[config.mk]
export PLATFORM = sky130hd
export DESIGN_NAME = ps2_kbd_rx
export DESIGN_NICKNAME = d
export VERILOG_FILES = /design/src/rtl/ps2_pkg.sv /design/src/rtl/ps2_filter.sv /design/src/rtl/ps2_kbd_rx.sv
export SDC_FILE = /design/constraint.sdc
export NUM_CORES = 1
export LEC_CHECK = 0
export CELL_PAD_IN_SITES_DETAIL_PLACEMENT = 1
export CELL_PAD_IN_SITES_GLOBAL_PLACEMENT = 1
export CORE_MARGIN = 10
export CORE_UTILIZATION = 30
export DETAILED_ROUTE_END_ITERATION = 10
export PLACE_DENSITY = 0.55
export SYNTH_ARGS = -nofsm -noshare
export SYNTH_HDL_FRONTEND = slang
export SYNTH_SLANG_ARGS = --single-unit
[constraint.sdc]
create_clock -name clk -period 2 [get_ports clk]
set_clock_uncertainty 0.2 [all_clocks]
set_input_delay 0.6 -clock clk [delete_from_list [all_inputs] [get_ports clk]]
set_output_delay 0.6 -clock clk [all_outputs]
set_load 0.005 [all_outputs]
[src/rtl/ps2_pkg.sv]
// ============================================================================
//  Module   : ps2_pkg
//  Purpose  : Shared frame-FSM state encoding and PS/2 byte constants.
//  Revision : 1.0  initial release
// ============================================================================
`default_nettype none

package ps2_pkg;

    typedef enum logic [1:0] {
        ST_IDLE   = 2'd0,
        ST_DATA   = 2'd1,
        ST_PARITY = 2'd2,
        ST_STOP   = 2'd3
    } ps2_state_t;

    localparam logic [7:0] PS2_EXT   = 8'hE0;
    localparam logic [7:0] PS2_BRK   = 8'hF0;
    localparam logic [7:0] PS2_BAT   = 8'hAA;
    localparam logic [7:0] PS2_ACK   = 8'hFA;
    localparam logic [7:0] PS2_RSND  = 8'hFE;
    localparam logic [7:0] PS2_PAUSE = 8'hE1;

    // Device housekeeping bytes that never form a key event.
    function automatic logic is_discard(input logic [7:0] b);
        return (b == PS2_BAT) || (b == PS2_ACK) || (b == PS2_RSND) || (b == PS2_PAUSE);
    endfunction

endpackage

`default_nettype wire

[src/rtl/ps2_filter.sv]
// ============================================================================
//  Module   : ps2_filter
//  Purpose  : Pin synchronisers, ps2_clk glitch filter and falling-edge pulse.
//  Revision : 1.0  initial release
// ============================================================================
`default_nettype none

module ps2_filter #(
    parameter int FILTER_LEN = 8
) (
    input  logic clk,
    input  logic rst,
    input  logic i_ps2_clk,
    input  logic i_ps2_data,
    output logic o_fall,
    output logic o_data
);

    localparam int               c_cw      = $clog2(FILTER_LEN + 1);
    localparam logic [c_cw-1:0]  c_cnt_max = c_cw'(FILTER_LEN - 1);

    logic            r_clk_meta;
    logic            r_clk_sync;
    logic            r_dat_meta;
    logic            r_dat_sync;
    logic            r_filt;
    logic            r_filt_d;
    logic [c_cw-1:0] r_cnt;

    always_ff @(posedge clk or negedge rst) begin
        if (!rst) begin
            r_clk_meta <= 1'b1;
            r_clk_sync <= 1'b1;
            r_dat_meta <= 1'b1;
            r_dat_sync <= 1'b1;
            r_filt     <= 1'b1;
            r_filt_d   <= 1'b1;
            r_cnt      <= '0;
        end else begin
            r_clk_meta <= i_ps2_clk;
            r_clk_sync <= r_clk_meta;
            r_dat_meta <= i_ps2_data;
            r_dat_sync <= r_dat_meta;
            r_filt_d   <= r_filt;
            // The FILTER_LEN-th consecutive differing sample flips the filtered level.
            if (r_clk_sync == r_filt) begin
                r_cnt <= '0;
            end else if (r_cnt == c_cnt_max) begin
                r_filt <= r_clk_sync;
                r_cnt  <= '0;
            end else begin
                r_cnt <= r_cnt + 1'b1;
            end
        end
    end

    assign o_fall = r_filt_d & ~r_filt;
    assign o_data = r_dat_sync;

endmodule

`default_nettype wire

[src/rtl/ps2_kbd_rx.sv]
// ============================================================================
//  Module   : ps2_kbd_rx
//  Purpose  : PS/2 keyboard receiver: deframes device->host bytes and folds
//             E0/F0 prefixes into a held {released, extended, scancode} word.
//             Define PS2_PARITY_CHK_EN to reject frames with bad odd parity.
//  Revision : 1.0  initial release
// ============================================================================
`default_nettype none

module ps2_kbd_rx
    import ps2_pkg::*;
#(
    parameter int FILTER_LEN  = 8,
    parameter int TIMEOUT_CYC = 100000
) (
    input  logic       clk,
    input  logic       rst,
    input  logic       ps2_clk,
    input  logic       ps2_data,
    output logic [9:0] ps2kb_key,
    output logic       key_strobe,
    output logic       frame_err
);

    localparam int              c_tw     = $clog2(TIMEOUT_CYC);
    localparam logic [c_tw-1:0] c_to_max = c_tw'(TIMEOUT_CYC - 1);

    logic            w_fall;
    logic            w_data;
    ps2_state_t      r_state;
    ps2_state_t      w_state_nxt;
    logic [2:0]      r_bitcnt;
    logic [7:0]      r_shift;
    logic [c_tw-1:0] r_to_cnt;
    logic            r_byte_done;
    logic            r_frame_err;
    logic            r_ext;
    logic            r_brk;
    logic [9:0]      r_key;
    logic            r_key_strobe;
    logic            w_shift_en;
    logic            w_bit_clr;
    logic            w_done;
    logic            w_err;
    logic            w_timeout;
    logic            w_parity_ok;

    ps2_filter #(
        .FILTER_LEN (FILTER_LEN)
    ) u_filter (
        .clk        (clk),
        .rst        (rst),
        .i_ps2_clk  (ps2_clk),
        .i_ps2_data (ps2_data),
        .o_fall     (w_fall),
        .o_data     (w_data)
    );

`ifdef PS2_PARITY_CHK_EN
    logic r_parity;
    logic w_par_cap;

    always_ff @(posedge clk or negedge rst) begin
        if (!rst)           r_parity <= 1'b0;
        else if (w_par_cap) r_parity <= w_data;
    end

    assign w_par_cap   = w_fall && (r_state == ST_PARITY);
    assign w_parity_ok = ^{r_shift, r_parity};
`else
    assign w_parity_ok = 1'b1;
`endif

    assign w_timeout = (r_state != ST_IDLE) && (r_to_cnt == c_to_max);

    always_ff @(posedge clk or negedge rst) begin
        if (!rst) r_state <= ST_IDLE;
        else      r_state <= w_state_nxt;
    end

    // A fall in the same cycle as the timeout takes priority.
    always_comb begin
        w_state_nxt = r_state;
        w_shift_en  = 1'b0;
        w_bit_clr   = 1'b0;
        w_done      = 1'b0;
        w_err       = 1'b0;
        if (w_fall) begin
            case (r_state)
                ST_IDLE: begin
                    if (!w_data) begin
                        w_state_nxt = ST_DATA;
                        w_bit_clr   = 1'b1;
                    end
                end
                ST_DATA: begin
                    w_shift_en = 1'b1;
                    if (r_bitcnt == 3'd7) w_state_nxt = ST_PARITY;
                end
                ST_PARITY: begin
                    w_state_nxt = ST_STOP;
                end
                ST_STOP: begin
                    w_state_nxt = ST_IDLE;
                    if (w_data && w_parity_ok) w_done = 1'b1;
                    else                       w_err  = 1'b1;
                end
                default: w_state_nxt = ST_IDLE;
            endcase
        end else if (w_timeout) begin
            w_state_nxt = ST_IDLE;
            w_err       = 1'b1;
        end
    end

    always_ff @(posedge clk or negedge rst) begin
        if (!rst) begin
            r_bitcnt    <= 3'd0;
            r_shift     <= 8'h00;
            r_to_cnt    <= '0;
            r_byte_done <= 1'b0;
            r_frame_err <= 1'b0;
        end else begin
            r_byte_done <= w_done;
            r_frame_err <= w_err;
            if (w_bit_clr) begin
                r_bitcnt <= 3'd0;
            end else if (w_shift_en) begin
                r_bitcnt <= r_bitcnt + 3'd1;
                r_shift  <= {w_data, r_shift[7:1]};
            end
            if (w_fall || (r_state == ST_IDLE)) r_to_cnt <= '0;
            else if (r_to_cnt != c_to_max)      r_to_cnt <= r_to_cnt + 1'b1;
        end
    end

    // r_shift stays stable while r_byte_done is high: the FSM is back in IDLE.
    always_ff @(posedge clk or negedge rst) begin
        if (!rst) begin
            r_ext        <= 1'b0;
            r_brk        <= 1'b0;
            r_key        <= 10'h000;
            r_key_strobe <= 1'b0;
        end else begin
            r_key_strobe <= 1'b0;
            if (r_frame_err) begin
                r_ext <= 1'b0;
                r_brk <= 1'b0;
            end else if (r_byte_done) begin
                if (r_shift == PS2_EXT) begin
                    r_ext <= 1'b1;
                end else if (r_shift == PS2_BRK) begin
                    r_brk <= 1'b1;
                end else if (!is_discard(r_shift)) begin
                    r_key        <= {r_brk, r_ext, r_shift};
                    r_key_strobe <= 1'b1;
                    r_ext        <= 1'b0;
                    r_brk        <= 1'b0;
                end
            end
        end
    end

    assign ps2kb_key  = r_key;
    assign key_strobe = r_key_strobe;
    assign frame_err  = r_frame_err;

endmodule

`default_nettype wire

Word-level counts from Yosys, hierarchy flattened
Cells that the tools add are included.
W data, S select, Z words.
{"block": "word_totals", "output_inout_bits": 12, "latch_bits": 0, "register_bits": 55, "elab_cells": 101, "in_bits": 4, "mem_bits_ro": 0, "mem_bits_rw": 0, "n_memories": 0}
{"block": "op_classes", "order_cmp": 0, "multipliers": 0, "n_addsub": 3, "n_shift": 0, "n_bitwise": 8, "eq_ne": 20, "reduce_logical": 17, "muxes": 36, "n_div": 0}
{"op": "$eq A8 B8 Y1 const B", "n": 6}
{"op": "$mux W17", "n": 2}
{"op": "$mux W1", "n": 25}
{"op": "$add A17 B1 Y17 const B", "n": 1}
{"op": "$eq A17 B17 Y1 const B", "n": 1}
{"op": "$ne A17 B17 Y1 const B", "n": 1}
{"op": "$ne A3 B3 Y1 const B", "n": 5}
{"op": "$reduce_bool A2 Y1", "n": 5}
{"op": "$reduce_and A3 Y1", "n": 3}
{"op": "$mux W2", "n": 4}
{"op": "$mux W4", "n": 2}
{"op": "$pmux W2 S4", "n": 1}
{"op": "$not A1 Y1", "n": 7}
{"op": "$mux W3", "n": 2}
{"op": "$reduce_and A5 Y1", "n": 1}
{"op": "$add A4 B1 Y4 const B", "n": 1}
{"op": "$eq A2 B2 Y1 const B", "n": 2}
{"op": "$eq A4 B3 Y1 const B", "n": 1}
{"op": "$logic_or A1 B1 Y1", "n": 4}
{"op": "$reduce_and A2 Y1", "n": 2}
{"op": "$add A3 B1 Y3 const B", "n": 1}
{"op": "$eq A3 B3 Y1 const B", "n": 1}
{"op": "$eq A2 B1 Y1 const B", "n": 1}
{"op": "$logic_not A2 Y1", "n": 1}
{"op": "other kinds (4)", "n": 4}

Logic depth before layout (Yosys ltp)
Gate-level depths: netlist of run 1.
{"block": "depth", "depth_word": 9, "mapped_depth": 6, "ltp_nobuf": 6}

Hierarchy
From an unflattened synthesis of run 1, not the netlist that was laid out.
{"block": "unflattened", "cells_unflattened": 216, "area_unflattened_um2": 2597.5}
{"mod": "ps2_kbd_rx", "area_each_um2": 2239.6, "cells_each": 192, "instances": 1}
{"mod": "ps2_filter", "area_each_um2": 357.8, "cells_each": 24, "instances": 1}

Worst setup path before layout of run 1
No wires, ideal clock.
{"block": "synth_path", "kind": "register -> register", "from": "register r_shift[1]", "to": "register r_key[1] (netlist: ps2kb_key[1])", "period_less_slack_ns": 2.106, "setup_slack_ns": -0.106, "setup_time_ns": 0.125, "path_stages_with_launch": 6, "path_buffers": 1, "required_time_ns": 1.675, "arrival_ns": 1.781, "path_cell_list": "dfrtp_1 -> or4b_4 -> o31ai_2 -> nor4_1 -> buf_6 -> mux2_4"}
{"block": "synth_between", "elab_chain_len": 6, "elab_cells_between_ends": 13}
{"element": "from (decl)", "line": "ps2_kbd_rx.sv:33", "rtl": "logic [7:0] r_shift;"}
{"element": "from (signal assigned)", "line": "ps2_kbd_rx.sv:130", "rtl": "r_shift <= {w_data, r_shift[7:1]};"}
{"element": "$eq A8 B8 Y1", "line": "ps2_pkg.sv:26", "rtl": "return (b == PS2_BAT) || (b == PS2_ACK) || (b == PS2_RSND) || (b == PS2_PAUSE);"}
{"element": "$logic_or A1 B1 Y1 (3 in a row)", "line": "ps2_pkg.sv:26"}
{"element": "$not A1 Y1 (no line)"}
{"element": "$reduce_and A5 Y1 (no line)"}
{"element": "to (signal assigned)", "line": "ps2_kbd_rx.sv:155", "rtl": "r_key <= {r_brk, r_ext, r_shift};"}
{"element": "to (decl)", "line": "ps2_kbd_rx.sv:39", "rtl": "logic [9:0] r_key;"}
Several ways; a longest one is shown, not always the timed one.
A chain may end at the register's enable or synchronous reset.

Final worst setup path of run 1
{"block": "layout_path", "from": "register r_shift[3]", "to": "register r_key[4] (netlist: ps2kb_key[4])"}
{"block": "layout_between", "elab_chain_len": 6, "elab_cells_between_ends": 13}
{"element": "$eq A8 B8 Y1", "line": "ps2_pkg.sv:26"}
{"element": "$logic_or A1 B1 Y1 (3 in a row)", "line": "ps2_pkg.sv:26"}
{"element": "$not A1 Y1 (no line)"}
{"element": "$reduce_and A5 Y1 (no line) (*)"}
Mark *: on every way between the ends. The rest lies on a longest branch, timed or not.

==> impl_metrics.env, run 1 <==
export IMPL_synthesis_nets=224
export IMPL_dp_hpwl_um=3930
export IMPL_cp_depth=5
export IMPL_max_freq_mhz=480
export IMPL_timing_rr_end="ps2kb_key[4]"
export IMPL_internal_power_uw=1630
export IMPL_cts_root_buf="clkbuf_8"
export IMPL_ys_top_cells_by_area="dfrtp_1, dfstp_2, mux2_4"
export IMPL_worstSetupStartpointType="register"
export IMPL_hp_class="input pin to async pin"
export IMPL_gp_congestion=0.708
export IMPL_dr_pass1_iters=4
export IMPL_r2r_start="r_shift[3]"
export IMPL_htreeDepth=2
export IMPL_max_stage_delay_ns=0.59
export IMPL_portBuffers=15
export IMPL_wire_per_inst_um=14.8
export IMPL_synthCells=212
export IMPL_clk_latency_ns=0.31
export IMPL_tightest_slew_ns=0.389
export IMPL_std_cell_rows=33
export IMPL_ys_seq_elements=55
export IMPL_synth_edf_count=0
export IMPL_crit_arrival_ns=2.09
export IMPL_period_needed_ns=2.09
export IMPL_syn_cell_area_um2=2530
export IMPL_die_area_um2=12500
export IMPL_ir_drop_mv=0.379
export IMPL_cp_slowest_cell="or4b_4"
export IMPL_drt_iter0_drc=58
export IMPL_synthTopCellsByCount="dfrtp_1, nor2_1, o21ai_0"
export IMPL_antenna_cells=0
export IMPL_clockPowerShare=0.295
export IMPL_path_max_fanout=11
export IMPL_finalCritPeriodShare=1.04
export IMPL_synthFlopType="dfrtp_1"
export IMPL_violations="negative setup slack"
export IMPL_hold_buffers=0
export IMPL_ios=16
export IMPL_required_ns=2.00
export IMPL_crit_chain="or4b_4 > nor4_4 > nor4_2 > buf_12 > mux2_4"
export IMPL_total_power_uw=2230
export IMPL_area_delta_synth_final_pct=32.1
export IMPL_synth_avg_cell_area_um2=11.9
export IMPL_final_antenna_net_count=0
export IMPL_reg2reg_depth=5
export IMPL_path_buf_inv=1
export IMPL_yosysUniqueCellTypes=44
export IMPL_vias_per_cell=4.92
export IMPL_power_frac_comb=0.147
export IMPL_rsz0062_at_grt="true"
export IMPL_synth_most_common_cell="dfrtp_1"
export IMPL_fin_tns_setup_ns=-0.681
export IMPL_layout_setup_ws_ns=-0.0855
export IMPL_finalHoldViolations=0
export IMPL_power_density_nw_per_um2=667
export IMPL_grt_pass1_vias=2004
export IMPL_drv_slew=0
export IMPL_die_x_um=112
export IMPL_grtUsageTotal=0.0905
export IMPL_synth_top_cell_by_area="dfrtp_1"
export IMPL_synthArstFlopShare=1.00
export IMPL_setup_viol=10
export IMPL_grt_max_degree=56
export IMPL_cts_buffers=5
export IMPL_crit_type="register to register"
export IMPL_postRouteWirelength_um=5660
export IMPL_start_util=0.308
export IMPL_cts_buffer_depth=2
export IMPL_status="finished with violations"
export IMPL_crit_family="simple AND/OR/NAND/NOR gates"
export IMPL_clkSinkCount=55
export IMPL_coreArea_um2=8220
export IMPL_yosysWarnings=0
export IMPL_seq_area_frac_synth=0.547
export IMPL_power_leakage_uw=0.00157
export IMPL_r2r_setup_slack_ns=-0.09
export IMPL_max_slew_margin=0.739
export IMPL_num_fill_cells=910
export IMPL_drv_cap=0
export IMPL_synth_top_cell_area_share=0.485
export IMPL_antenna_found_initial=0
export IMPL_grt_pass1_wl_um=9650
export IMPL_nets=288
export IMPL_cts_tree="done"
export IMPL_gr_total_overflow=0
export IMPL_p_seq_frac=0.558
export IMPL_drc_errors=0
export IMPL_p_sw_uw=602
export IMPL_die_h_um=112
export IMPL_switching_share=0.270
export IMPL_clk_pin_slew_ns=0.10
export IMPL_vias=1878
export IMPL_end_kind="register"
export IMPL_drive_gt1_frac=0.343
-- area by class of cell --
cell class | instances | area, µm² | area share
Sequential cell | 55 | 1380 | 0.414
Multi-Input combinational cell | 147 | 1180 | 0.354
Timing Repair Buffer | 62 | 532 | 0.159
Tap cell | 105 | 131 | 0.0393
Clock buffer | 7 | 86.3 | 0.0258
Inverter | 5 | 18.8 | 0.00561
Clock inverter | 1 | 8.76 | 0.00262
-- worst max path at each step --
stage / start / to / slack (ns)
6_report: r_shift[3] / ps2kb_key[4] / -0.09
5_1_grt: r_shift[2] / ps2kb_key[4] / -0.13
4_1_cts: r_shift[1] / ps2kb_key[4] / -0.10
3_5_place_dp: r_shift[3] / ps2kb_key[4] / -0.08
3_3_place_gp: r_shift[2] / ps2kb_key[9] / -0.03
2_1_floorplan: r_shift[3] / ps2kb_key[1] / -0.05
-- metrics by stage --
step	std cells	setup WS, ns	instance area (µm²)	hold slack (ns)	utilization
after floorplan	212	-0.0483	2580	0.104	-
final	382	-0.0855	3340	0.0690	0.407
after detailed placement	357	-0.0750	3080	0.147	0.374
after global placement	357	-0.0324	3080	0.146	0.374
after global routing	382	-0.132	3340	0.0747	0.407
after CTS	373	-0.102	3230	0.0710	0.393
-- layer usage --
| metal | wire, µm | GRT usage | vias up | share of wire |
|---|---|---|---|---|
| met3 | 185 | 0.0242 | 7 | 0.033 |
| li1 | - | - | 903 | - |
| met2 | 2650 | 0.139 | 18 | 0.47 |
| met1 | 2750 | 0.119 | 950 | 0.49 |
| met5 | 0 | 0 | - | 0 |
| met4 | 75 | 0.0308 | 0 | 0.013 |
-- layout by cell type (no fill, tap or decap), drive strengths merged, types with 2 or more instances in the layout --
master and instances:
nand4 4, buf 48, and4 2, nor2 14, inv 6, clkdlybuf4s50 3, a21oi 11, and3 2
dfstp 6, a22o 2, clkbuf 7, or3 10, a32o 2, ha 8, dlygate4sd2 6, dfrtp 49
nor2b 3, nor3 3, mux2i 2, nand2 12, o21ai 14, o31ai 2, mux2 19, nor4 7
or4 3, dlymetal6s2s 5, xnor2 5, nand3 7, xor2 3
-- cells by family after synthesis --
| logic type | share of synthesized area |
|---|---|
| AO/OA/AOI/OAI | 0.0880 |
| XOR/XNOR | 0.0277 |
| adder cells (fa/ha/maj) | 0.0396 |
| buffers and inverters | 0.0183 |
| flip-flops | 0.547 |
| multiplexers | 0.106 |
| AND/OR/NAND/NOR | 0.174 |
-- repair_timing --
item                       in CTS  in global routing
cloned                          0                  1
resized for setup               7                 14
pin swaps                       1                  5
setup buffers                   8                  8
setup endpoints to repair      21                 24
-- state kept, by name, summed over array words and instances (netlist names) --
| name | cells |
|---|---|
| r_to_cnt | 17 |
| ps2kb_key | 10 |
| r_shift | 8 |
| u_filter.r_cnt | 4 |
| r_bitcnt | 3 |
| r_state | 2 |
| frame_err | 1 |
| key_strobe | 1 |
| r_brk | 1 |
| r_byte_done | 1 |
| r_ext | 1 |
| u_filter.o_data | 1 |
| u_filter.r_clk_meta | 1 |
| u_filter.r_clk_sync | 1 |
| u_filter.r_dat_meta | 1 |
| u_filter.r_filt | 1 |
| u_filter.r_filt_d | 1 |
-- power by group through the flow --
stage	registers, µW	clock network [µW]	logic (µW)
CTS	1250	692	338
global route	1260	733	384
detailed placement	1270	0	336
global placement	1260	0	331
finish	1240	657	327
floorplan	1260	0	198
No activity file was read; power rests on OpenSTA's default activity.
==> inputs of run 2 (changes only) <==
==> constraint.sdc (replaced) <==
create_clock -name clk -period 1.7 [get_ports clk]
set_clock_uncertainty 0.2 [all_clocks]
set_input_delay 0.51 -clock clk [delete_from_list [all_inputs] [get_ports clk]]
set_output_delay 0.51 -clock clk [all_outputs]
set_load 0.005 [all_outputs]
==> run 2 against run 1 <==
Compared with the run above: the run still ends with negative setup slack left; register-to-register slack worse by 0.32 ns; die area stayed put; fmax is 0.89% lower; combinational power up 85%; design area grew 16%; via count up 7.9%; routed wire length grew 13%; setup slack worse by 0.32 ns; sequential power grew 18%; highest routed layer unchanged.
==> impl_metrics.env, run 2 (same netlist as run 1, synthesis figures left out) <==
export IMPL_largest_reg_flops=17
export IMPL_grt_max_degree=56
export IMPL_reg2reg_depth=5
export IMPL_ios=16
export IMPL_switching_share=0.279
export IMPL_pre_cts_ws_ns=-0.399
export IMPL_drive_gt1_frac=0.565
export IMPL_r2r_setup_slack_ns=-0.40
export IMPL_drc_errors=0
export IMPL_final_antenna_net_count=0
export IMPL_end_kind="register"
export IMPL_gp_congestion=0.720
export IMPL_die_area_um2=12500
export IMPL_max_freq_mhz=475
export IMPL_power_leakage_uw=0.00174
export IMPL_power_density_nw_per_um2=776
export IMPL_grt_pass1_wl_um=11000
export IMPL_finalHoldViolations=0
export IMPL_timing_rr_end="ps2kb_key[8]"
export IMPL_rsz0062_at_grt="true"
export IMPL_status="finished with violations"
export IMPL_fin_hold_ws_ns=0.164
export IMPL_r2r_start="r_shift[1]"
export IMPL_coreArea_um2=8220
export IMPL_startpoint="r_shift[1]"
export IMPL_htreeDepth=2
export IMPL_dr_pass1_iters=4
export IMPL_drv_slew=0
export IMPL_fin_tns_setup_ns=-7.16
export IMPL_drt_iter0_drc=28
export IMPL_die_x_um=112
export IMPL_power_frac_comb=0.200
export IMPL_dp_hpwl_um=4220
export IMPL_grt_pass1_vias=2181
export IMPL_gr_total_overflow=0
export IMPL_holdPathStages=0
export IMPL_drv_cap=0
export IMPL_crit_type="register to register"
export IMPL_cts_buffers=5
export IMPL_layout_commonest_cell="buf_4"
export IMPL_num_fill_cells=890
export IMPL_vias_per_cell=4.85
export IMPL_internal_power_uw=2180
export IMPL_vias=2027
export IMPL_period_needed_ns=2.10
export IMPL_max_slew_margin=0.745
export IMPL_hp_class="register to register"
export IMPL_crit_arrival_ns=2.12
export IMPL_postRouteWirelength_um=6410
export IMPL_start_util=0.308
export IMPL_p_sw_uw=842
export IMPL_nets=324
export IMPL_std_cell_rows=33
export IMPL_setup_viol=33
export IMPL_hold_start="u_filter.r_dat_meta"
export IMPL_violations="negative setup slack"
export IMPL_clkSinkCount=55
export IMPL_most_common_layout_cells="buf_4, dfrtp_1, mux2_4"
export IMPL_worstSetupStartpointType="register"
export IMPL_finalCritPeriodShare=1.24
export IMPL_grtUsageTotal=0.106
export IMPL_antenna_found_initial=0
export IMPL_cts_tree="done"
export IMPL_p_seq_frac=0.485
export IMPL_wire_per_inst_um=15.3
export IMPL_clockPowerShare=0.315
export IMPL_cts_buffer_depth=2
export IMPL_clk_pin_slew_ns=0.12
export IMPL_tightest_slew_ns=0.379
export IMPL_die_h_um=112
export IMPL_antenna_cells=0
export IMPL_required_ns=1.71
export IMPL_area_delta_synth_final_pct=53.7
export IMPL_portBuffers=15
export IMPL_ir_drop_mv=0.501
export IMPL_cts_root_buf="clkbuf_8"
export IMPL_path_max_fanout=11
export IMPL_largest_register="r_to_cnt"
export IMPL_clk_latency_ns=0.32
export IMPL_layout_setup_ws_ns=-0.404
export IMPL_holdPathEnd="u_filter.o_data"
## run 2: cell types whose count changed in the layout (fill, tap and decap cells not counted), sizes merged
cell	delta
bufinv	+1
dlygate4sd2	-6
clkbuf	+6
clkdlybuf4s15	+4
inv	+1
dlymetal6s2s	-5
buf	+35
dlygate4sd3	+1
clkdlybuf4s50	-1
## run 2: worst max-delay path, cell delays in order, from the launching register on
cell and delay (ns):
dfrtp_1 0.41, or4b_4 0.59, nor4_4 0.24, nor4_2 0.10
buf_12 0.16, mux2_4 0.29
## run 2: power groups by stage
stage	clock network (µW)	logic [µW]	registers [µW]
after floorplan	0	248	1480
after detailed placement	0	468	1480
after global routing	1040	684	1480
after CTS	982	568	1470
final	951	604	1460
after global placement	0	459	1480
## run 2: per-stage QoR
stage / cells / cell area [µm²] / power [µW] / utilization
2_1_floorplan: 212 / 2620 / 1730 / -
3_3_place_gp: 382 / 3310 / 1940 / 0.402
3_5_place_dp: 382 / 3310 / 1950 / 0.402
4_1_cts: 409 / 3700 / 3020 / 0.450
5_1_grt: 418 / 3890 / 3200 / 0.473
6_report: 418 / 3890 / 3020 / 0.473
## run 2: layout make-up
type	count	area, µm²	share of cell area
multi-input combinational	147	1430	0.368
tap	105	131	0.0338
sequential	55	1390	0.356
inverter	5	18.8	0.00483
clock buffer	5	68.8	0.0177
timing repair buffer	98	805	0.207
clock inverter	3	50.0	0.0129
## run 2: per-layer routing
metal,vias to the layer above,GRT usage,wire length [µm]
met5,-,0,0
met4,0,0.0386,99
met3,5,0.0247,194
met2,18,0.172,3110
met1,1035,0.133,3010
li1,969,-,-
## run 2: worst max path at each step
stage / end / cells past startpoint
2_1_floorplan: ps2kb_key[1] / 5
3_3_place_gp: ps2kb_key[3] / 5
3_5_place_dp: ps2kb_key[7] / 5
4_1_cts: ps2kb_key[8] / 5
5_1_grt: ps2kb_key[8] / 5
6_report: ps2kb_key[8] / 5
## run 2: timing repair
item                                   CTS  global route
setup endpoints to repair               51            55
pin swaps                               17            28
hold buffers                             1             0
endpoints found under the hold margin   49             0
cloned                                   0             1
setup buffers                           20            13
resized for setup                       52            53
